$ cat config.mk
export PLATFORM = sky130hd
export DESIGN_NAME = vreg_xfer_seq
export DESIGN_NICKNAME = d
export VERILOG_FILES = /design/src/rtl/vreg_xfer_seq.sv
export SDC_FILE = /design/constraint.sdc
export NUM_CORES = 1
export LEC_CHECK = 0
export ABC_AREA = 1
export BUFFER_PORTS_ARGS = -buffer_cell sky130_fd_sc_hd__buf_2
export CORE_MARGIN = 8
export CORE_UTILIZATION = 25
export CTS_CLUSTER_DIAMETER = 120
export DETAILED_ROUTE_END_ITERATION = 7
export PLACE_DENSITY_LB_ADDON = 0.08
export SLEW_MARGIN = 20
export SYNTH_ARGS = -nofsm -noshare
export SYNTH_HDL_FRONTEND = slang
export SYNTH_SLANG_ARGS = --single-unit
export TNS_END_PERCENT = 50
$ cat constraint.sdc
create_clock -name clk -period 2.52 [get_ports clk]
set_input_delay 0 -clock clk [delete_from_list [all_inputs] [get_ports clk]]
set_output_delay 0 -clock clk [all_outputs]
set_load 0.005 [all_outputs]
$ cat src/rtl/vreg_xfer_seq.sv
// vreg_xfer_seq: moves one vector register to or from LANES consecutive GPRs.
//   Load  (dir=0): read GPR base..base+LANES-1 one per cycle, then write the
//                  assembled vector into vreg_idx in a single cycle.
//   Store (dir=1): read vreg_idx in one cycle, then write its lanes to
//                  GPR base..base+LANES-1 one per cycle (GPR0 writes suppressed).
// Ports:
//   clk, rst_n                 clock, asynchronous active-low reset
//   start, dir                 transfer request and direction
//   gpr_base, vreg_idx         first GPR index, vector register index
//   busy, done, err            status: active, completion pulse, rejected start
//   gpr_addr/we/wdata/rdata    GPR file port (rdata combinational from addr)
//   vreg_addr/we/wdata/rdata   vector register file port (rdata combinational)
// Handshake: start is a single-cycle request with no ready. It is taken when
// the block is IDLE or in the final beat of a transfer (the done cycle), so
// transfers can chain back-to-back; at any other time start is dropped.
module vreg_xfer_seq #(
    parameter int LANES = 4,
    parameter int W     = 32
) (
    input  logic               clk,
    input  logic               rst_n,
    input  logic               start,
    input  logic               dir,
    input  logic [4:0]         gpr_base,
    input  logic [4:0]         vreg_idx,
    output logic               busy,
    output logic               done,
    output logic               err,
    output logic [4:0]         gpr_addr,
    output logic               gpr_we,
    output logic [W-1:0]       gpr_wdata,
    input  logic [W-1:0]       gpr_rdata,
    output logic [4:0]         vreg_addr,
    output logic               vreg_we,
    output logic [LANES*W-1:0] vreg_wdata,
    input  logic [LANES*W-1:0] vreg_rdata
);

    localparam int VW = LANES * W;
    localparam int CW = (LANES > 1) ? $clog2(LANES) : 1;
    localparam logic [CW-1:0] LAST_BEAT = CW'(LANES - 1);
    localparam logic [5:0]    MAX_BASE  = 6'(32 - LANES);

    typedef enum logic [2:0] {
        IDLE = 3'd0,
        LRD  = 3'd1,
        LWR  = 3'd2,
        SRD  = 3'd3,
        SWR  = 3'd4
    } state_t;

    state_t          state_q, state_d;
    logic [CW-1:0]   cnt_q, cnt_d;
    logic            dir_q, dir_d;
    logic [4:0]      base_q, base_d;
    logic [4:0]      vidx_q, vidx_d;
    logic [VW-1:0]   buf_q, buf_d;
    logic            err_q, err_d;

    logic [4:0]      beat_addr;
    logic            base_ok;

    assign beat_addr = base_q + 5'(cnt_q);
    assign base_ok   = ({1'b0, gpr_base} <= MAX_BASE);
    assign err       = err_q;

    always_ff @(posedge clk or negedge rst_n) begin
        if (!rst_n) begin
            state_q <= IDLE;
            cnt_q   <= '0;
            dir_q   <= 1'b0;
            base_q  <= '0;
            vidx_q  <= '0;
            buf_q   <= '0;
            err_q   <= 1'b0;
        end else begin
            state_q <= state_d;
            cnt_q   <= cnt_d;
            dir_q   <= dir_d;
            base_q  <= base_d;
            vidx_q  <= vidx_d;
            buf_q   <= buf_d;
            err_q   <= err_d;
        end
    end

    always_comb begin
        state_d    = state_q;
        cnt_d      = cnt_q;
        dir_d      = dir_q;
        base_d     = base_q;
        vidx_d     = vidx_q;
        buf_d      = buf_q;
        err_d      = 1'b0;
        busy       = (state_q != IDLE);
        done       = 1'b0;
        gpr_addr   = '0;
        gpr_we     = 1'b0;
        gpr_wdata  = '0;
        vreg_addr  = '0;
        vreg_we    = 1'b0;
        vreg_wdata = '0;

        case (state_q)
            LRD: begin
                gpr_addr = beat_addr;
                buf_d[cnt_q*W +: W] = gpr_rdata;
                if (cnt_q == LAST_BEAT) begin
                    state_d = LWR;
                    cnt_d   = '0;
                end else begin
                    cnt_d = cnt_q + 1'b1;
                end
            end
            LWR: begin
                vreg_addr  = vidx_q;
                vreg_we    = 1'b1;
                vreg_wdata = buf_q;
                done       = 1'b1;
                state_d    = IDLE;
            end
            SRD: begin
                vreg_addr = vidx_q;
                buf_d     = vreg_rdata;
                state_d   = SWR;
                cnt_d     = '0;
            end
            SWR: begin
                gpr_addr  = beat_addr;
                gpr_wdata = buf_q[cnt_q*W +: W];
                // GPR0 is hardwired zero: the beat runs but never writes.
                gpr_we    = (beat_addr != 5'd0);
                if (cnt_q == LAST_BEAT) begin
                    done    = 1'b1;
                    state_d = IDLE;
                    cnt_d   = '0;
                end else begin
                    cnt_d = cnt_q + 1'b1;
                end
            end
            default: begin
                state_d = IDLE;
            end
        endcase

        // Start is honoured in IDLE and in the done cycle (which returns to
        // IDLE anyway), so a chained transfer begins with no dead cycle.
        if (start && (state_q == IDLE || done)) begin
            if (base_ok) begin
                dir_d   = dir;
                base_d  = gpr_base;
                vidx_d  = vreg_idx;
                cnt_d   = '0;
                state_d = dir ? SRD : LRD;
            end else begin
                err_d   = 1'b1;
                state_d = IDLE;
            end
        end
    end

endmodule
Word-level counts from Yosys, hierarchy flattened --
Index checks and enable logic that the tools add are counted.
Storage, ports and cells: flip-flop bits (word level) 144, bits of input ports 174, output and inout port bits 175, word-level logic and storage cells 52
Cells by class: add/subtract/negate cells 3, magnitude comparators 1, equality and inequality tests 7, shifts and indexed selects 3, mux-type cells 22, reduce and logical (&&, ||, !) cells 10
Operators by type and width (number):
- 128-bit one-hot mux with 2 select lines | 1
- 128-bit bitwise mux | 1
- 128-bit two-way mux | 1
- 32-bit by 34-bit variable shift with 128-bit output, first input constant | 1
- 128-bit by 8-bit indexed part select with 32-bit output | 1
- 32-bit by 34-bit indexed part select with 128-bit output | 1
- 7-bit negation with 34-bit output | 1
- 32-bit two-way mux | 1
- 2-bit two-way mux | 5
- 5-bit two-way mux | 2
- 3-bit two-way mux | 3
- 3-bit one-hot mux with 3 select lines | 1
- 3-bit by 2-bit == test with 1-bit output, second input constant | 2
- 3-bit != test, second input constant | 2
- 5-bit by 2-bit adder with 5-bit output | 1
- 5-bit less-or-equal comparator, second input constant | 1
- 1-bit two-way mux | 5
- 5-bit nonzero test | 1
- 2-bit one-hot mux with 2 select lines | 1
- 2-bit AND reduction | 2
- 2-bit OR reduction | 2
- 3-bit by 1-bit == test with 1-bit output, second input constant | 1
- 3-bit == test, second input constant | 1
- 3-bit logical NOT | 1
- other kinds (7) | 7

Longest topological paths before layout --
Gate-level depths: netlist of run 1.
depth after elaboration 7, gate-level depth with buffers 13, depth with buffers taken out 8

Worst setup path after synthesis of run 1 --
OpenSTA, ideal clock, no wires.
kind register -> register, start point register cnt_q[0], end point register buf_q[2], library setup time 0.082 ns, data arrival time 2.078 ns, required time 2.438 ns, path slack 0.360 ns, stages on the path, launching flop included 10, path buffers 4, period minus slack after synthesis 2.160 ns, path through dfrtp_1 buf_4 inv_1 buf_4 clkbuf_1 ha_1 nor2_1 clkbuf_1 nand4_1 a31oi_1
On the way: cells in the longest elaborated chain, start to end 4, elaborated cells on any way between the ends 5, classes of those cells 1 x add/sub; 2 x shift; 2 x mux
RTL lines:
- start: declaration | line 53 | logic [CW-1:0] cnt_q, cnt_d;
- start signal: assignment | line 78 | cnt_q <= cnt_d;
- 7-bit negation with 34-bit output * | line 107 | buf_d[cnt_q*W +: W] = gpr_rdata;
- 32-bit by 34-bit indexed part select with 128-bit output / 32-bit by 34-bit variable shift with 128-bit output (equally long branches) | line 107
- 128-bit bitwise mux * | line 107
- 128-bit one-hot mux with 2 select lines * | line 104 | case (state_q)
- end signal: assignment | line 82 | buf_q <= buf_d;
- end: declaration | line 57 | logic [VW-1:0] buf_q, buf_d;
Every way passes the cells marked *; elsewhere a longest branch is shown, timed or not. A chain may end at the register's enable or synchronous reset.

Final worst setup path of run 1 --
start point register cnt_q[0], end point register buf_q[78]
The elaborated chain is that of the path after synthesis.

==> results of run 1 <==
## logic make-up (layout without fill, tap and decap cells)
group	count (synthesis)	in the layout	synth area share
other	0	3	0
and+or+nand+nor	627	628	0.274
adders and majority gates	7	7	0.0102
xor gates and xnor gates	2	2	0.00189
DFF	144	144	0.388
AOI/OAI and AO/OA	361	361	0.209
buffers and inverters	270	791	0.117
## area by class of cell
| class | count | area, sq um |
|---|---|---|
| fillers | 4013 | 22200 |
| multi-input cells | 998 | 4650 |
| repair buffers | 603 | 4300 |
| flip-flops and latches | 144 | 3610 |
| inverters | 156 | 587 |
| well taps | 468 | 586 |
| clock buffers | 23 | 468 |
| clock inverters | 9 | 156 |
| diodes | 3 | 7.51 |
## critical path, stage by stage, from the launching register on
cell	delay, ns
dfrtp_4	0.52
inv_2	0.10
buf_4	0.39
nand3_2	0.13
buf_4	0.23
o21ai_0	0.18
o211ai_1	0.11
dlygate4sd3_1	0.58
o21ai_1	0.07
## through the flow
step / std cells / hold slack, ns / cell area (sq um)
after CTS: 2396 / 0.000281 / 14300
after global routing: 2404 / 0.0389 / 14400
final: 2404 / 0.0236 / 14400
after detailed placement: 2148 / -0.0218 / 11500
after floorplan: 1411 / -0.296 / 9290
after global placement: 2148 / -0.0296 / 11500
## routing by layer
layer | track usage | share of wire
met4 | 0.0515 | 0.014
met2 | 0.364 | 0.48
met3 | 0.0465 | 0.059
met5 | 0 | 0.00019
met1 | 0.264 | 0.44
## cells in the mapped netlist (all sizes together)
master	n	share of area
a21oi	100	0.055
o211ai	32	0.026
nand4	42	0.028
dfrtp	144	0.39
nand3b	1	0.00081
nand2	358	0.14
inv	156	0.063
clkbuf	60	0.024
o21ai	197	0.11
nand3	45	0.026
xor2	2	0.0019
fa	1	0.0022
buf	54	0.030
ha	6	0.0081
nor2	181	0.073
a31oi	32	0.022
## path summary, 6_finish.rpt
check                                         to  depth (start not counted)
max                        buf_q[78]$_DFFE_PN0P_                          8
min                        buf_q[39]$_DFFE_PN0P_                          5
max reg2reg                buf_q[78]$_DFFE_PN0P_                          8
min reg2reg                buf_q[51]$_DFFE_PN0P_                          2
max in group asynchronous  buf_q[91]$_DFFE_PN0P_                          3
min in group asynchronous   buf_q[9]$_DFFE_PN0P_                          2
## sequential cells by signal, summed over array words and instances, names as in the netlist
name	flops
buf_q	128
base_q	5
vidx_q	5
state_q	3
cnt_q	2
err	1
## power by group through the flow
stage          Sequential [W]  Clock (W)  Combinational (W)
2_1_floorplan         0.00384          0            0.00412
3_3_place_gp          0.00411          0            0.00648
3_5_place_dp          0.00409          0            0.00654
4_1_cts               0.00406    0.00289            0.00743
5_1_grt               0.00422    0.00297            0.00833
6_report              0.00408    0.00282            0.00740
## what timing repair did
action                                  4_1_cts  5_1_grt
resized for setup                             0        3
endpoints found under the setup margin        0       56
hold buffers                                216        0
endpoints found under the hold margin       240        0
buffers inserted                              0        4
==> run metrics, run 1 <==
status finished clean; H-tree depth 4; initial antenna violation count 4; die span in x ~210 um; final hold vios 0; Int Power roughly 0.0079 W; Least-Margin Pin Slew 0.999 ns; Inserted Clock Buffers 17; core footprint approximately 37000 sq um; final WL 46.7 mm; flops & latches, synth about 140; Yosys warning total 0; Tcrit/Tclk final 0.944; global-route wire length before repair a little over 70 mm; Placer Congestion slightly above 0.8; clk_lat worst skew around 0.44 ns; pre-CTS setup slack 0.271 ns; leak pwr between 6 and 7 nW; Sink Count ~140; Syn Std Cell Area ~9300 sq um; sequential fraction of the synthesis area 0.388; # IOs approximately 350; Slew Viols, Final 0; max-capacitance violation count 0; DIE HEIGHT around 210 um; share of layout cells above drive strength 1 0.228; CTS root buf clkbuf_16; total chip power 0.0143 W; Sw Share 0.447; worst setup path category reg2reg; internal reg-to-reg setup slack between 0.1 and 0.15 ns; Syn-to-layout area delta 54.6%; DP HPWL 31.7 mm; critical path data required time 2.88 ns; r2r startpoint cnt_q[0]$_DFF_PN0_; FP Rows 70; total global routing overflow 0; Total Nets Final 2101; proportion of power drawn by combinational gates 0.518; Yosys cell types 26; Mapped Avg Cell Area about 6.6 sq um; largest net degree at the start of global routing around 130; CP Launch Point cnt_q[0]$_DFF_PN0_; Mapped Cells roughly 1400; Layout Skew between 0.015 and 0.02 ns; worst-path fanout max 37; Hold Path Origin gpr_rdata[7]; die area 43600 sq um; total number of vias between 10000 and 15000; clk slew on worst S/H paths around 0.07 ns; commonest non-fill, non-tap cells in the layout 356 x nand2_1, 347 x buf_2, 216 x dlygate4sd3_1; initial core utilization 0.254; commonest non-fill, non-tap cell in the layout nand2_1; Sw Pwr ~0.0064 W; Reg power frac 0.286; Final Setup Violations 0; CTS max path bufs 2; Worst EP arrival 2.74 ns; CP Launch Type flop; unrepaired setup endpoints after global routing false; DRC viols 0; vias in the first global route between 10000 and 15000; via-per-instance ratio about 4.8; Iter 0 DRT Violations ~590; VDD IR max 0.000481 V; Slew headroom 0.332; Clk network pwr share 0.197; Initial DRT Pass Iterations 5; Max Clk Rate approximately 0.42 GHz; Final Util 0.392; Total GRT Usage 0.211; Setup crit end kind flop; Routed WL per cell slightly below 20 um; Post-DRT Antenna Nets 0; final period demand of the worst path approximately 2.4 ns; Setup TNS 0 ns; # port buffers 348; Worst Hold Class in2reg; syn_nets 1592; CTS tree built; final worst setup slack approximately 0.14 ns; PwrDens approximately 1000 nW/um^2
Note: power is estimated with default switching activity, not from simulation.
==> inputs of run 2 (changes only) <==
--- a/config.mk
+++ b/config.mk
@@ -11,6 +11,7 @@
 export CORE_UTILIZATION = 25
 export CTS_CLUSTER_DIAMETER = 120
 export DETAILED_ROUTE_END_ITERATION = 7
+export MAX_ROUTING_LAYER = met4
 export PLACE_DENSITY_LB_ADDON = 0.08
 export SLEW_MARGIN = 20
 export SYNTH_ARGS = -nofsm -noshare
==> run metrics, run 2 (same netlist as run 1, synthesis figures left out) <==
Initial DRT Pass Iterations 5 (unchanged); DRC viols 0 (unchanged); Setup crit end kind flop (unchanged); die area 43600 sq um (unchanged); Syn-to-layout area delta 54.7% (was 54.6%); commonest non-fill, non-tap cell in the layout nand2_1 (unchanged); max reg flops 128 (unchanged); unrepaired setup endpoints after global routing false (unchanged); initial core utilization 0.254 (unchanged); DP HPWL 31.7 mm (unchanged); Setup TNS 0 ns (unchanged); critical path's most frequent cell buf_4 (unchanged); # fillers 4013 (unchanged); Worst EP arrival 2.75 ns (was 2.74 ns); Top Registers buf_q x128, base_q x5, vidx_q x5 (unchanged); core footprint 36600 sq um (unchanged); total chip power 0.0143 W (about the same); share of layout cells above drive strength 1 0.228 (unchanged); DIE HEIGHT 209 um (unchanged); final worst setup slack 0.122 ns (was 0.140 ns); Worst Reg2Reg Path Length in Cells 8 (unchanged); Tcrit/Tclk final 0.951 (was 0.944); final period demand of the worst path 2.40 ns (was 2.38 ns); H-tree depth 4 (unchanged); vias in the first global route 12400 (about the same); CP Launch Point cnt_q[0]$_DFF_PN0_ (unchanged); final hold vios 0 (unchanged); Layout Skew 0.0150 ns (was 0.0176 ns); total number of vias 11500 (about the same); Slew Viols, Final 0 (unchanged); CTS tree built (unchanged); critical path data required time 2.88 ns (about the same); die span in x 209 um (unchanged); post-route cell area 14400 sq um (about the same); crit-path cells inv_2 > buf_4 > nand3_2 > buf_4 > o21ai_0 > o211ai_1 > dlygate4sd3_1 > o21ai_1 (unchanged); Hold WS 0.0231 ns (was 0.0236 ns); PwrDens 996 nW/um^2 (about the same); worst-path fanout max 37 (unchanged); reg2reg end buf_q[78]$_DFFE_PN0P_ (unchanged); largest net degree at the start of global routing 131 (unchanged); Worst Hold Class in2reg (unchanged); Hold Path Origin gpr_rdata[0] (was gpr_rdata[7]); Placer Congestion 0.830 (was 0.818); Inserted Clock Buffers 17 (unchanged); Seq. cell area 3610 sq um (unchanged); # port buffers 348 (unchanged); Slew headroom 0.324 (was 0.332); Total Nets Final 2101 (unchanged); final WL 46.8 mm (was 46.7 mm); CP Launch Type flop (unchanged); hold depth 5 (unchanged); Multi-input gate area 4650 sq um (unchanged); Max Clk Rate 0.417 GHz (was 0.420 GHz); Iter 0 DRT Violations 599 (was 588); clk slew on worst S/H paths 0.06 ns (was 0.07 ns); initial antenna violation count 4 (unchanged); global-route wire length before repair 72.5 mm (about the same); Final Setup Violations 0 (unchanged); leak pwr 6.92 nW (about the same); Placed Area 11500 sq um (unchanged); status finished clean (unchanged); Total GRT Usage 0.217 (was 0.211); VDD IR max 0.000481 V (about the same); Sink Count 144 (unchanged); CTS root buf clkbuf_16 (unchanged); total global routing overflow 0 (unchanged); commonest non-fill, non-tap cells in the layout 356 x nand2_1, 347 x buf_2, 216 x dlygate4sd3_1 (unchanged); WHS Endpoint buf_q[32]$_DFFE_PN0P_ (was buf_q[39]$_DFFE_PN0P_); FP Rows 70 (unchanged); via-per-instance ratio 4.76 (was 4.77); worst setup path category reg2reg (unchanged); Most flops, register buf_q (unchanged); CP peak stage delay 0.58 ns (about the same); pre-CTS setup slack 0.271 ns (unchanged); r2r startpoint cnt_q[0]$_DFF_PN0_ (unchanged); Post-DRT Antenna Nets 0 (unchanged); Slowest cell on crit path dlygate4sd3_1 (unchanged); CTS max path bufs 2 (unchanged); clk_lat worst skew 0.44 ns (about the same); Least-Margin Pin Slew 1.01 ns (was 0.999 ns); internal reg-to-reg setup slack 0.12 ns (was 0.14 ns); Routed WL per cell 19.5 um (was 19.4 um); max-capacitance violation count 0 (unchanged); # IOs 349 (unchanged)
==> run 2: changes by cell type in the layout (fill, tap and decap cells not counted), sizes merged <==
cell	previous run	this run
diode	3	4
==> run 2: stage by stage <==
step                cells   util
floorplan            1411      -
global placement     2148  0.315
detailed placement   2148  0.315
CTS                  2396  0.391
global route         2405  0.392
finish               2405  0.392
==> run 2: worst max path at each step <==
| stage | to | slack [ns] | depth (start not counted) |
|---|---|---|---|
| finish | buf_q[78]$_DFFE_PN0P_ | 0.12 | 8 |
| global route | buf_q[106]$_DFFE_PN0P_ | 0.02 | 8 |
| CTS | buf_q[78]$_DFFE_PN0P_ | 0.03 | 8 |
| detailed placement | cnt_q[1]$_DFF_PN0_ | 0.27 | 7 |
| global placement | cnt_q[1]$_DFF_PN0_ | 0.35 | 7 |
| floorplan | buf_q[2]$_DFFE_PN0P_ | 0.36 | 9 |
==> run 2: where the power goes <==
part           internal, W  total (W)  leakage, nW  switching (W)
clock network      0.00172    0.00282        0.305        0.00110
registers          0.00337    0.00408         1.88       0.000713
logic              0.00283    0.00742         4.73        0.00459
==> run 2: layer usage <==
layer	routed length, um	global-route usage
met2	22600	0.364
met3	2430	0.0389
met5	0	-
met1	21100	0.268
met4	708	0.0537
==> run 2: critical path, delay by kind of cell (launching register included) <==
| family | cells | cell delay, ns |
|---|---|---|
| buffers and inverters | 4 | 1.31 |
| flip-flops | 1 | 0.52 |
| AO/OA/AOI/OAI | 3 | 0.36 |
| AND/OR/NAND/NOR | 1 | 0.13 |
==> run 2: timing repair <==
item | 4_1_cts | 5_1_grt
endpoints found under the setup margin | 0 | 56
buffers inserted | 0 | 4
endpoints found under the hold margin | 240 | 0
hold buffers | 216 | 0
gates resized for setup | 0 | 3
==> run 2: area by class of cell <==
class,count,share of cell area
flip-flops and latches,144,0.251
multi-input cells,998,0.324
diodes,4,0.000697
clock inverters,9,0.0109
repair buffers,603,0.299
well taps,468,0.0408
inverters,156,0.0408
clock buffers,23,0.0326
